### src/rtl/i2c_reg_sequencer.sv
// ---------------------------------------------------------------------------
// i2c_reg_sequencer
//
// Register-level front end for a byte-level i2c_master. Several requesters
// (status pollers, config loaders, ...) share one master; each request is a
// complete register transaction:
//   write : START {dev,W} reg wdata STOP
//   read  : START {dev,W} reg  Sr {dev,R} <rdata, master NACK> STOP
// Requesters are served round-robin. The sequencer drives the master's
// transfer_start / transfer_continues / mode / data_tx controls and advances
// on each byte-complete interrupt.
//
// Optional feature (compile-time macro I2C_SEQ_RETRY_EN):
//   defined   - a failed transaction (NACK, start or arbitration error) is
//               retried from the address phase up to MAX_RETRY times before
//               being reported with err.
//   undefined - the first failure finishes the transaction with err.
//
// Ports
//   clk_in, RESETn         clock (shared with i2c_master), async active-low reset
//   req[i]                 request, held until done[i]
//   req_write[i]           1 = register write, 0 = register read
//   req_dev[7i+6:7i]       7-bit device address
//   req_reg[8i+7:8i]       register address
//   req_wdata[8i+7:8i]     write data
//   done[i]                one-cycle completion pulse for the granted requester
//   err                    valid with done: transaction failed
//   rdata                  valid with done on a successful read
//   busy                   transaction in progress
//   transfer_ready, interrupt, transaction_complete, nack, start_err,
//   arbitration_err, data_rx                     status from i2c_master
//   transfer_start, transfer_continues, mode, data_tx   controls to i2c_master
// ---------------------------------------------------------------------------
module i2c_reg_sequencer #(
    parameter int NUM_REQ   = 2,
    parameter int MAX_RETRY = 3
) (
    input  logic                 clk_in,
    input  logic                 RESETn,
    // requester side
    input  logic [NUM_REQ-1:0]   req,
    input  logic [NUM_REQ-1:0]   req_write,
    input  logic [7*NUM_REQ-1:0] req_dev,
    input  logic [8*NUM_REQ-1:0] req_reg,
    input  logic [8*NUM_REQ-1:0] req_wdata,
    output logic [NUM_REQ-1:0]   done,
    output logic                 err,
    output logic [7:0]           rdata,
    output logic                 busy,
    // i2c_master side
    input  logic                 transfer_ready,
    input  logic                 interrupt,
    input  logic                 transaction_complete,
    input  logic                 nack,
    input  logic                 start_err,
    input  logic                 arbitration_err,
    input  logic [7:0]           data_rx,
    output logic                 transfer_start,
    output logic                 transfer_continues,
    output logic                 mode,
    output logic [7:0]           data_tx
);

    localparam int IDX_W = (NUM_REQ > 1) ? $clog2(NUM_REQ) : 1;
    localparam logic [IDX_W-1:0] LAST_RST = IDX_W'(NUM_REQ - 1);

`ifdef I2C_SEQ_RETRY_EN
    localparam int CNT_W = (MAX_RETRY < 3) ? 2 : $clog2(MAX_RETRY + 1);
    localparam logic [CNT_W-1:0] RETRY_LIM = CNT_W'(MAX_RETRY);
`endif

    typedef enum logic [2:0] {
        IDLE,
        ADDR_W,
        REG,
        WDATA,
        ADDR_R,
        RDATA,
        WAIT_IDLE,
        FINISH
    } state_t;

    state_t           state;
    logic [IDX_W-1:0] last;
    logic [IDX_W-1:0] grant;

    // request fields latched at grant; later changes on the inputs are ignored
    logic             cur_write;
    logic [6:0]       cur_dev;
    logic [7:0]       cur_reg;
    logic [7:0]       cur_wdata;

`ifdef I2C_SEQ_RETRY_EN
    logic [CNT_W-1:0] retry_cnt;
    logic             retry_pend;   // WAIT_IDLE should restart, not finish
`endif

    // -----------------------------------------------------------------------
    // Per-requester field views
    // -----------------------------------------------------------------------
    logic [6:0] dev_a   [NUM_REQ];
    logic [7:0] reg_a   [NUM_REQ];
    logic [7:0] wdata_a [NUM_REQ];

    for (genvar i = 0; i < NUM_REQ; i++) begin : g_unpack
        assign dev_a[i]   = req_dev[7*i +: 7];
        assign reg_a[i]   = req_reg[8*i +: 8];
        assign wdata_a[i] = req_wdata[8*i +: 8];
    end

    // -----------------------------------------------------------------------
    // Round-robin pick: first requester with req set, searching from last+1
    // and wrapping, so the most recently served requester ranks lowest.
    // -----------------------------------------------------------------------
    logic [IDX_W-1:0] pick;
    logic [IDX_W-1:0] cand;
    logic             pick_vld;

    always_comb begin
        pick     = '0;
        pick_vld = 1'b0;
        cand     = '0;
        for (int k = 1; k <= NUM_REQ; k++) begin
            cand = IDX_W'((int'(last) + k) % NUM_REQ);
            if (!pick_vld && req[cand]) begin
                pick     = cand;
                pick_vld = 1'b1;
            end
        end
    end

    // -----------------------------------------------------------------------
    // Master event decode
    // -----------------------------------------------------------------------
    logic evt;
    logic bad;
    logic in_xfer;

    assign evt = interrupt && (transaction_complete || start_err || arbitration_err);
    // The read data byte is always NACKed by the master itself, so nack only
    // signals a failure outside RDATA.
    assign bad = evt && (start_err || arbitration_err || (nack && (state != RDATA)));
    // Events are only meaningful while a byte is on the bus for us.
    assign in_xfer = (state == ADDR_W) || (state == REG) || (state == WDATA) ||
                     (state == ADDR_R) || (state == RDATA);

    // -----------------------------------------------------------------------
    // Sequencer FSM, all outputs registered
    // -----------------------------------------------------------------------
    always_ff @(posedge clk_in or negedge RESETn) begin
        if (!RESETn) begin
            state              <= IDLE;
            last               <= LAST_RST;
            grant              <= '0;
            cur_write          <= 1'b0;
            cur_dev            <= '0;
            cur_reg            <= '0;
            cur_wdata          <= '0;
            done               <= '0;
            err                <= 1'b0;
            rdata              <= '0;
            busy               <= 1'b0;
            transfer_start     <= 1'b0;
            transfer_continues <= 1'b0;
            mode               <= 1'b0;
            data_tx            <= '0;
`ifdef I2C_SEQ_RETRY_EN
            retry_cnt          <= '0;
            retry_pend         <= 1'b0;
`endif
        end else begin
            done <= '0;

            if (in_xfer && bad) begin
                // Master has stopped (or will); release the bus controls and
                // wait for it to report ready before finishing or retrying.
                transfer_start     <= 1'b0;
                transfer_continues <= 1'b0;
                mode               <= 1'b0;
                state              <= WAIT_IDLE;
`ifdef I2C_SEQ_RETRY_EN
                if (retry_cnt < RETRY_LIM) begin
                    retry_cnt  <= retry_cnt + 1'b1;
                    retry_pend <= 1'b1;
                end else begin
                    err <= 1'b1;
                end
`else
                err <= 1'b1;
`endif
            end else begin
                case (state)
                    IDLE: begin
                        // done != 0 marks the completion cycle: no grant there,
                        // giving the finished requester time to drop req.
                        if (transfer_ready && pick_vld && (done == '0)) begin
                            grant              <= pick;
                            cur_write          <= req_write[pick];
                            cur_dev            <= dev_a[pick];
                            cur_reg            <= reg_a[pick];
                            cur_wdata          <= wdata_a[pick];
                            transfer_start     <= 1'b1;
                            transfer_continues <= 1'b1;
                            mode               <= 1'b0;
                            data_tx            <= {dev_a[pick], 1'b0};
                            busy               <= 1'b1;
                            err                <= 1'b0;
                            state              <= ADDR_W;
`ifdef I2C_SEQ_RETRY_EN
                            retry_cnt          <= '0;
                            retry_pend         <= 1'b0;
`endif
                        end
                    end

                    ADDR_W: begin
                        if (evt) begin
                            // A read ends the write phase after the register
                            // byte; the repeated START follows.
                            transfer_start     <= 1'b0;
                            transfer_continues <= cur_write;
                            data_tx            <= cur_reg;
                            state              <= REG;
                        end
                    end

                    REG: begin
                        if (evt) begin
                            if (cur_write) begin
                                transfer_continues <= 1'b0;
                                data_tx            <= cur_wdata;
                                state              <= WDATA;
                            end else begin
                                transfer_start     <= 1'b1;
                                transfer_continues <= 1'b1;
                                data_tx            <= {cur_dev, 1'b1};
                                state              <= ADDR_R;
                            end
                        end
                    end

                    WDATA: begin
                        if (evt) begin
                            err   <= 1'b0;
                            state <= FINISH;
                        end
                    end

                    ADDR_R: begin
                        if (evt) begin
                            // single byte read: last byte, master NACKs + STOPs
                            transfer_start     <= 1'b0;
                            transfer_continues <= 1'b0;
                            mode               <= 1'b1;
                            state              <= RDATA;
                        end
                    end

                    RDATA: begin
                        if (evt) begin
                            rdata <= data_rx;
                            err   <= 1'b0;
                            state <= FINISH;
                        end
                    end

                    WAIT_IDLE: begin
                        if (transfer_ready) begin
`ifdef I2C_SEQ_RETRY_EN
                            if (retry_pend) begin
                                // replay the latched request from the address byte
                                retry_pend         <= 1'b0;
                                transfer_start     <= 1'b1;
                                transfer_continues <= 1'b1;
                                mode               <= 1'b0;
                                data_tx            <= {cur_dev, 1'b0};
                                state              <= ADDR_W;
                            end else begin
                                state <= FINISH;
                            end
`else
                            state <= FINISH;
`endif
                        end
                    end

                    FINISH: begin
                        done  <= NUM_REQ'(1) << grant;
                        busy  <= 1'b0;
                        last  <= grant;
                        mode  <= 1'b0;
                        state <= IDLE;
                    end

                    default: state <= IDLE;
                endcase
            end
        end
    end

endmodule
### config.mk
export PLATFORM = sky130hd
export DESIGN_NAME = i2c_reg_sequencer
export DESIGN_NICKNAME = d
export VERILOG_FILES = /design/src/rtl/i2c_reg_sequencer.sv
export SDC_FILE = /design/constraint.sdc
export NUM_CORES = 1
export LEC_CHECK = 0
export ABC_AREA = 0
export BUFFER_PORTS_ARGS = -buffer_cell sky130_fd_sc_hd__buf_4
export CAP_MARGIN = 20
export CORE_AREA = 2 2 83 85
export CTS_BUF_LIST = sky130_fd_sc_hd__clkbuf_4 sky130_fd_sc_hd__clkbuf_8 sky130_fd_sc_hd__clkbuf_16
export DETAILED_ROUTE_END_ITERATION = 12
export DIE_AREA = 0 0 85 87
export GPL_TIMING_DRIVEN = 0
export PLACE_DENSITY = 0.7
export SYNTH_ARGS = -nofsm -noshare
export SYNTH_HDL_FRONTEND = slang
export SYNTH_SLANG_ARGS = --single-unit
export TNS_END_PERCENT = 100
### constraint.sdc
create_clock -name clk_in -period 2.7 [get_ports clk_in]
set_clock_uncertainty 0.15 [all_clocks]
set_input_delay 0.135 -clock clk_in [delete_from_list [all_inputs] [get_ports clk_in]]
set_output_delay 0.135 -clock clk_in [all_outputs]
set_load 0.005 [all_outputs]
# ---- Yosys cells after proc, flatten, opt, wreduce, memory -nomap -nowiden
# Index checks and enable logic that the tools add are counted.
dict set report totals {
  input_bits 66
  mem_count 0
  latchBits 0
  register_bits 52
  mem_bits_rw 0
  rom_bits 0
  elab_cells 132
}
dict set report op_classes {
  addsub 2
  reduce_logical 36
  n_div 0
  magnitude_cmp 4
  n_mux 53
  bitwise_logic 2
  eq_ne 19
  shift 1
  multipliers 0
}
# operator n
set ops {}
lappend ops {{$mux W8} 10}
lappend ops {{$mux W3} 8}
lappend ops {{$pmux W8 S3} 1}
lappend ops {{$mux W1} 23}
lappend ops {{$mux W7} 3}
lappend ops {{$pmux W3 S7} 1}
lappend ops {{$reduce_and A3 Y1} 5}
lappend ops {{$reduce_and A5 Y1} 3}
lappend ops {{$eq A3 B3 Y1 const B} 4}
lappend ops {{$ne A3 B2 Y1 const B} 4}
lappend ops {{$ne A3 B3 Y1 const B} 3}
lappend ops {{$logic_or A1 B1 Y1} 8}
lappend ops {{$reduce_bool A4 Y1} 2}
lappend ops {{$logic_and A1 B1 Y1} 7}
lappend ops {{$eq A3 B2 Y1 const B} 2}
lappend ops {{$lt A1 B2 Y1 const B} 3}
lappend ops {{$ne A2 B2 Y1 const B} 3}
lappend ops {{$ne A3 B1 Y1 const B} 2}
lappend ops {{$pmux W1 S3} 2}
lappend ops {{$reduce_and A6 Y1} 1}
lappend ops {{$reduce_bool A3 Y1} 2}
lappend ops {{$reduce_bool A5 Y1} 1}
lappend ops {{$mux W2} 2}
lappend ops {{$pmux W1 S2} 2}
lappend ops {{other kinds (13)} 15}

# ---- Longest topological paths before layout
# Gate-level depths: netlist of run 1.
dict set report logic_depth {
  word_depth 13
  mapped_depth 7
  mapped_depth_nobuf 5
}

# ---- Worst setup path before layout of run 1
# Ideal clock, no wire load.
dict set report synth_path {
  path_type {reg-to-reg}
  startpoint {reg state[0]}
  endpoint {reg data_tx[0]}
  period_less_slack_ns 1.871
  slack_ns 0.829
  path_stages_with_launch 7
  arrival_ns 1.593
  n_path_buf 2
  path_cell_list {dfrtp_1 nor3_1 and2_1 clkbuf_1 nand2b_1 buf_4 mux2_1}
}
dict set report synth_via {
  elab_chain_cells 8
}
# item line
set synth_rtl {}
lappend synth_rtl {{start: declaration} 83} ;# state_t state;
lappend synth_rtl {{start signal: assignment} 152} ;# state <= IDLE;
lappend synth_rtl {{start signal: assignment} 180} ;# state <= WAIT_IDLE;
lappend synth_rtl {{start signal: assignment} 208} ;# state <= ADDR_W;
lappend synth_rtl {{$eq A3 B1 Y1 or $eq A3 B2 Y1 (tied branches)} {144, 192}}
lappend synth_rtl {{$logic_or A1 B1 Y1 (3 in series)} 144} ;# assign in_xfer = (state == ADDR_W) || (state == REG) || (state == WDATA) ||
lappend synth_rtl {{$logic_or A1 B1 Y1} 145} ;# (state == ADDR_R) || (state == RDATA);
lappend synth_rtl {{$logic_and A1 B1 Y1} 174} ;# if (in_xfer && bad) begin
lappend synth_rtl {{$not A1 Y1 (no source line)} -}
lappend synth_rtl {{$reduce_and A5 Y1 (no source line)} -}
lappend synth_rtl {{end signal: assignment} 205} ;# data_tx <= {dev_a[pick], 1'b0};
lappend synth_rtl {{end signal: assignment} 222} ;# data_tx <= cur_reg;
lappend synth_rtl {{end signal: assignment} 231} ;# data_tx <= cur_wdata;
lappend synth_rtl {{end: declaration} 61} ;# output logic [7:0] data_tx
# Several ways; a longest one is shown, not always the timed one.
# A chain may end at the register's enable or synchronous reset.

# ---- Final worst setup path of run 1
dict set report layout_path {
  startpoint {reg last}
  endpoint {reg cur_reg[4]}
}
dict set report layout_via {
  elab_chain_cells 11
}
# item line
set layout_rtl {}
lappend layout_rtl {{start: declaration} 84} ;# logic [IDX_W-1:0] last;
lappend layout_rtl {{start signal: assignment} 290} ;# last <= grant;
lappend layout_rtl {{$add A1 B1 Y1} 124} ;# cand = IDX_W'((int'(last) + k) % NUM_REQ);
lappend layout_rtl {{$mux W1 (not written as such) (2 in series)} 125} ;# if (!pick_vld && req[cand]) begin
lappend layout_rtl {{$mux W1} 125}
lappend layout_rtl {{$logic_not A1 Y1} 125}
lappend layout_rtl {{$logic_and A1 B1 Y1} 125}
lappend layout_rtl {{$mux W1} 125}
lappend layout_rtl {{$not A1 Y2 (not written as such)} 200} ;# cur_reg <= reg_a[pick];
lappend layout_rtl {{$mux W8 (not written as such) (3 in series)} 200}
lappend layout_rtl {{end signal: assignment} 200}
lappend layout_rtl {{end: declaration} 90} ;# logic [7:0] cur_reg;
# Several ways; a longest one is shown, not always the timed one. The select of a mux whose other input is x is not followed.

==> flow_summary.yaml, run 1 <==
placement:
  port_buffers: 88
  gp_congestion: 0.887
  dp_hpwl_microns: 5570
  dpl_worst_slack_ns: 0.411
floorplanning:
  die_area_sq_um: 7400
  ioPinCount: 89
  start_util_pct: 43.5
  die_h_microns: 87
  coreArea_sq_um: 6570
  num_rows: 30
  dieWidth_microns: 85
layout:
  nets: 481
  final-seq-area_sq_um: 1300
  utilization_pct: 62.1
  syn_to_final_growth_pct: 42.8
  fillCellCount: 555
  mostFrequentLayoutCell: "buf_4"
  multi_input_area_sq_um: 1430
  final_cell_mix: "buf_4 (92), dfrtp_1 (51), dlygate4sd3_1 (37)"
  drive_above_1_share_pct: 33.7
  num_antenna_cells: 0
cts:
  postCtsSetupBuffers: 0
  cts_sinks: 52
  cts_tree: "done"
  insertion_delay_ns: 0.31
  clk_pin_slew_ns: 0.09
  htree_levels: 2
  root_buffer: "clkbuf_8"
  cts_resized: 0
  clockBufferDepth: 2
  ctsHoldBuffers: 37
  cts_buffers: 5
synthesis:
  netlist_area_sq_um: 2860
  synth_compound_area_share_pct: 18.6
  synthAdderAreaFrac_pct: 0
  synth_edf_count: 0
  ys.flop_type: "dfrtp_1"
  synthCells: 283
  avgSynthCellArea_sq_um: 10.1
  synth_simple_gate_area_share_pct: 15.2
  synth_cell_types: 58
  synth_top_family_by_area: "compound AO/OA/AOI/OAI gates"
  ys_async_sr_fraction_pct: 100
  synth-xor-area-share_pct: 0
  seq_area_frac_synth_pct: 45.6
  post_synth_mux_area_share_pct: 16.2
  yosysWarnings: 0
  syn_nets: 349
  ys_seq_elements: 52
global_route:
  grt_max_degree: 53
  antenna_found_initial: 0
  grt_pass1_vias: 2692
  grt-ovfl-total: 0
  grt_pass1_wl_microns: 13200
  grt_usage_pct: 22.9
timing:
  layout_worst_path_cycle_share_pct: 93.1
  rsz0062_at_grt: "no"
  fin_ws_ns: 0.186
  fmax_mhz: 398
  hold_viol: 2
  fin_hold_ws_ns: -0.00684
  max_slew_margin_pct: 55.7
  finalMaxSlewViolations: 0
  setup-violations-final: 0
  min_period_ns: 2.51
  final.setup.tns_ns: 0
  tightest_slew_ns: 0.665
route:
  firstDrtPassIters: 4
  top_layer: "met4"
  dr_wl_met2_microns: 4100
  drt_wl_total_microns: 8230
  met1_length_microns: 3550
  vias: 2730
  ant_nets: 0
  route.met3.wl_microns: 440
  route.detailed.drc: 0
  wl_per_cell_microns: 16.6
  drtIter0Drc: 129
  viasPerCell: 5.50
pwr:
  netSwitchingFraction_pct: 38.3
  p_clk_share_pct: 12.8
  p_int_mw: 2.27
  p_switching_mw: 1.41
  ir_drop_v: 0.000423
  p_seq_share_pct: 37.6
  power_frac_comb_pct: 49.6
  p_leak_nw: 1.88
  power_density_nw_per_um2: 900
setup_path:
  arrival_ns: 2.53
  critPathMaxFanout: 10
  cp.required_ns: 2.72
  worstSetupStartpointType: "flip-flop"
  criticalPathCategory: "flip-flop to flip-flop"
  worst_setup_path_end_kind: "flip-flop"
hold_path:
  worstHoldPathType: "input port to flip-flop"
outcome:
  violations: "hold timing"
  status: "finished, violations left"
job:
  cap_viol_max_count: 0
-- logic make-up after synthesis --
| logic type | count (synthesis) |
|---|---|
| AO/OA/AOI/OAI | 80 |
| flip-flops | 52 |
| buffers and inverters | 23 |
| multiplexers | 44 |
| AND/OR/NAND/NOR | 84 |
-- layout make-up --
cell class	count	area share (%)
plain buffers	19	2.73
clock buffers	7	2.05
clock inverters	1	0.215
inverters	4	0.368
multi-input cells	208	35.0
flip-flops and latches	52	31.9
well taps	80	2.45
repair buffers	125	25.3
-- per-stage QoR --
| stage | hold slack, ns | power [mW] | instance area [sq um] | cells |
|---|---|---|---|---|
| 2_1_floorplan | -0.311 | 2.47 | 2860 | 283 |
| 3_3_place_gp | 0.0514 | 3.11 | 3620 | 451 |
| 3_5_place_dp | 0.0574 | 3.14 | 3620 | 451 |
| 4_1_cts | 0.00188 | 3.68 | 4080 | 496 |
| 5_1_grt | 0.00525 | 3.95 | 4080 | 496 |
| 6_report | -0.00684 | 3.67 | 4080 | 496 |
-- path summary, 6_finish.rpt --
check | from | endpoint | slack, ns | cells past startpoint
worst min-delay path | req_wdata[7] | cur_wdata[7] | -0.007 | 3
max in group asynchronous | RESETn | cur_reg[7] | 1.71 | 2
worst max-delay path | last | cur_reg[4] | 0.19 | 7
worst min register to register | grant | done[0] | 0.30 | 1
min in group asynchronous | RESETn | done[1] | 0.26 | 2
worst max register to register | last | cur_reg[4] | 0.19 | 7
-- layer usage --
layer | vias to the layer above | GRT usage, %
li1 | 1292 | -
met1 | 1327 | 31.4
met2 | 96 | 36.9
met3 | 15 | 3.22
met4 | 0 | 8.95
met5 | - | 0
-- worst max-delay path, cell delays in order (launching register included) --
cell and delay, ns:
dfstp_2 0.38, a21boi_1 0.12, buf_2 0.29, buf_4 0.28
buf_4 0.26, mux2i_1 0.23, dlygate4sd3_1 0.59, a21oi_1 0.07
-- synth_stat cells, drive strengths merged (2+ instances only) --
master	count	area, sq um
nor2b	11	68.8
o211ai	3	27.5
nor3	7	55.1
or3	3	20.0
a22oi	9	72.6
nor4	2	12.5
buf	15	96.3
mux2	18	203
inv	4	15.0
dfrtp	51	1280
o21a	2	15.0
and3	2	12.5
clkbuf	4	15.0
o31ai	2	20.0
a21oi	28	140
nor2	34	128
and2	2	13.8
o311ai	2	17.5
nand2b	3	28.8
a31oi	9	56.3
o21ai	12	67.6
mux2i	26	260
a21boi	2	15.0
nand2	15	58.8
-- power groups by stage --
| stage | Combinational [mW] | Sequential (mW) | Clock [mW] |
|---|---|---|---|
| after global placement | 1.73 | 1.38 | 0 |
| after global routing | 2.01 | 1.43 | 0.514 |
| after CTS | 1.82 | 1.38 | 0.480 |
| final | 1.82 | 1.38 | 0.469 |
| after detailed placement | 1.75 | 1.39 | 0 |
| after floorplan | 1.12 | 1.35 | 0 |
Power figures use the tool's default switching activity.
==> run 2, diff against run 1 <==
--- a/config.mk
+++ b/config.mk
@@ -8,12 +8,15 @@
 export ABC_AREA = 0
 export BUFFER_PORTS_ARGS = -buffer_cell sky130_fd_sc_hd__buf_4
 export CAP_MARGIN = 20
-export CORE_AREA = 2 2 83 85
+export CELL_PAD_IN_SITES_DETAIL_PLACEMENT = 2
+export CELL_PAD_IN_SITES_GLOBAL_PLACEMENT = 2
+export CORE_AREA = 2 2 100 102
 export CTS_BUF_LIST = sky130_fd_sc_hd__clkbuf_4 sky130_fd_sc_hd__clkbuf_8 sky130_fd_sc_hd__clkbuf_16
 export DETAILED_ROUTE_END_ITERATION = 12
-export DIE_AREA = 0 0 85 87
+export DIE_AREA = 0 0 102 104
 export GPL_TIMING_DRIVEN = 0
-export PLACE_DENSITY = 0.7
+export PLACE_DENSITY_LB_ADDON = 0.1
+export REMOVE_ABC_BUFFERS = 1
 export SYNTH_ARGS = -nofsm -noshare
 export SYNTH_HDL_FRONTEND = slang
 export SYNTH_SLANG_ARGS = --single-unit
==> run 2 against run 1 <==
Net effect:
- the flow still finishes with violations (hold timing)
- count of clock-buffer cells in the layout fell by 2
- routed wire length is 6.3% higher
- final cell count is 6.9% higher
- non-clock buffer count down 19
- flip-flop and latch count stayed put
- via count fell by 4.2%
- largest cell class unchanged
- largest power group unchanged
==> flow_summary.yaml, run 2 (synthesized netlist as in run 1, its figures left out) <==
outcome:
  status: "finished, violations left"
  violations: "hold timing"
layout:
  num_antenna_cells: 0
  final_cell_mix: "buf_4 (88), dfrtp_1 (48), dlygate4sd3_1 (35)"
  drive_above_1_share_pct: 34.0
  nets: 462
  syn_to_final_growth_pct: 43.9
  final_cells: 530
  fillCellCount: 1051
  mostFrequentLayoutCell: "buf_4"
  utilization_pct: 43.1
setup_path:
  rrSetupSlack_ns: 0.23
  critPathMaxFanout: 28
  criticalPathCategory: "flip-flop to flip-flop"
  arrival_ns: 2.52
  crit_chain: "nor3_2 -> and2_4 -> buf_16 -> nand2b_2 -> mux2_1"
  cp.required_ns: 2.75
  cpMaxStageDelayCell: "dfrtp_2"
  reg2reg_from: "state[1]"
  rr_endpoint: "data_tx[2]"
  crit_start: "state[1]"
  crit_end: "data_tx[2]"
  cp_slowest_stage_delay_ns: 0.59
  worst_setup_path_end_kind: "flip-flop"
  worstSetupStartpointType: "flip-flop"
  reg2reg_depth: 5
timing:
  setup-violations-final: 0
  final.setup.tns_ns: 0
  layout_worst_path_cycle_share_pct: 91.7
  max_slew_margin_pct: 53.1
  hold_viol: 2
  fmax_mhz: 404
  fin_hold_ws_ns: -0.00565
  tightest_slew_ns: 0.703
  rsz0062_at_grt: "no"
  finalMaxSlewViolations: 0
  min_period_ns: 2.47
floorplanning:
  num_rows: 36
  die_h_microns: 104
  dieWidth_microns: 102
  die_area_sq_um: 10600
  start_util_pct: 29.9
  coreArea_sq_um: 9550
  ioPinCount: 89
route:
  drt_wl_total_microns: 8750
  vias: 2615
  viasPerCell: 4.93
  firstDrtPassIters: 4
  drtIter0Drc: 82
  route.detailed.drc: 0
  ant_nets: 0
  wl_per_cell_microns: 16.5
global_route:
  grt-ovfl-total: 0
  grt_max_degree: 53
  grt_pass1_wl_microns: 14700
  grt_usage_pct: 17.5
  antenna_found_initial: 0
  grt_pass1_vias: 2923
hold_path:
  worstHoldPathType: "input port to flip-flop"
placement:
  port_buffers: 88
  placed_cells: 487
  gp_congestion: 0.800
  dp_hpwl_microns: 6040
cts:
  root_buffer: "clkbuf_8"
  clockBufferDepth: 2
  htree_levels: 2
  cts_sinks: 52
  cts_buffers: 5
  clk_pin_slew_ns: 0.10
  insertion_delay_ns: 0.31
  cts_tree: "done"
pwr:
  netSwitchingFraction_pct: 38.2
  p_switching_mw: 1.41
  p_leak_nw: 1.83
  p_seq_share_pct: 41.4
  ir_drop_v: 0.000321
  p_clk_share_pct: 15.3
  power_frac_comb_pct: 43.2
  p_int_mw: 2.29
  power_density_nw_per_um2: 900
job:
  cap_viol_max_count: 0
-- run 2: changes by cell type in the layout (fill, tap and decap cells not counted), sizes merged --
cell / previous run / this run
buf: 103 / 90
dlygate4sd3: 37 / 35
clkbuf: 11 / 5
bufinv: 0 / 1
inv: 4 / 5
-- run 2: final cells by class --
| type | instances | area, sq um | share of cell area, % |
|---|---|---|---|
| clock buffers | 5 | 68.8 | 1.67 |
| clock inverters | 3 | 46.3 | 1.13 |
| inverters | 4 | 15.0 | 0.365 |
| multi-input cells | 208 | 1450 | 35.3 |
| flip-flops and latches | 52 | 1310 | 31.8 |
| well taps | 133 | 166 | 4.05 |
| repair buffers | 125 | 1060 | 25.7 |
-- run 2: critical path, delay by kind of cell (launching register included) --
kind                   cells  cell delay (ns)
DFF                        1             0.59
and+or+nand+nor            3             1.06
muxes                      1             0.35
buffers and inverters      1             0.21
-- run 2: what timing repair did --
item	4_1_cts	5_1_grt
hold buffers	35	0
setup buffers	0	0
resized for setup	3	3
endpoints found under the hold margin	72	0
setup endpoints to repair	8	8
pin swaps	0	0
-- run 2: metal layers --
layer	up-vias	GRT usage, %	share of wire, %
met2	50	30.5	52
met1	1305	23.0	44
met5	-	0	0
met4	0	2.86	0.55
met3	4	2.82	3.5
li1	1256	-	-
-- run 2: how the worst min path moves through the flow --
stage	cells past startpoint	startpoint	end
2_1_floorplan	0	RESETn	busy
3_3_place_gp	1	RESETn	cur_wdata[1]
3_5_place_dp	1	RESETn	cur_wdata[1]
4_1_cts	3	req_write[1]	cur_write
5_1_grt	3	req_wdata[7]	cur_wdata[7]
6_report	3	req_write[1]	cur_write
-- run 2: through the flow --
stage	power (mW)	setup slack, ns	instance area, sq um
floorplan	2.38	-0.421	2750
global placement	3.01	-1.28	3570
detailed placement	3.10	-0.460	3630
CTS	3.75	0.00751	4110
global route	4.03	0.0574	4110
finish	3.70	0.225	4110
-- run 2: power groups by stage --
| stage | sequential (mW) | clock, mW | combinational (mW) |
|---|---|---|---|
| CTS | 1.53 | 0.594 | 1.63 |
| finish | 1.53 | 0.567 | 1.60 |
| floorplan | 1.45 | 0 | 0.935 |
| detailed placement | 1.54 | 0 | 1.56 |
| global route | 1.60 | 0.615 | 1.81 |
| global placement | 1.52 | 0 | 1.49 |
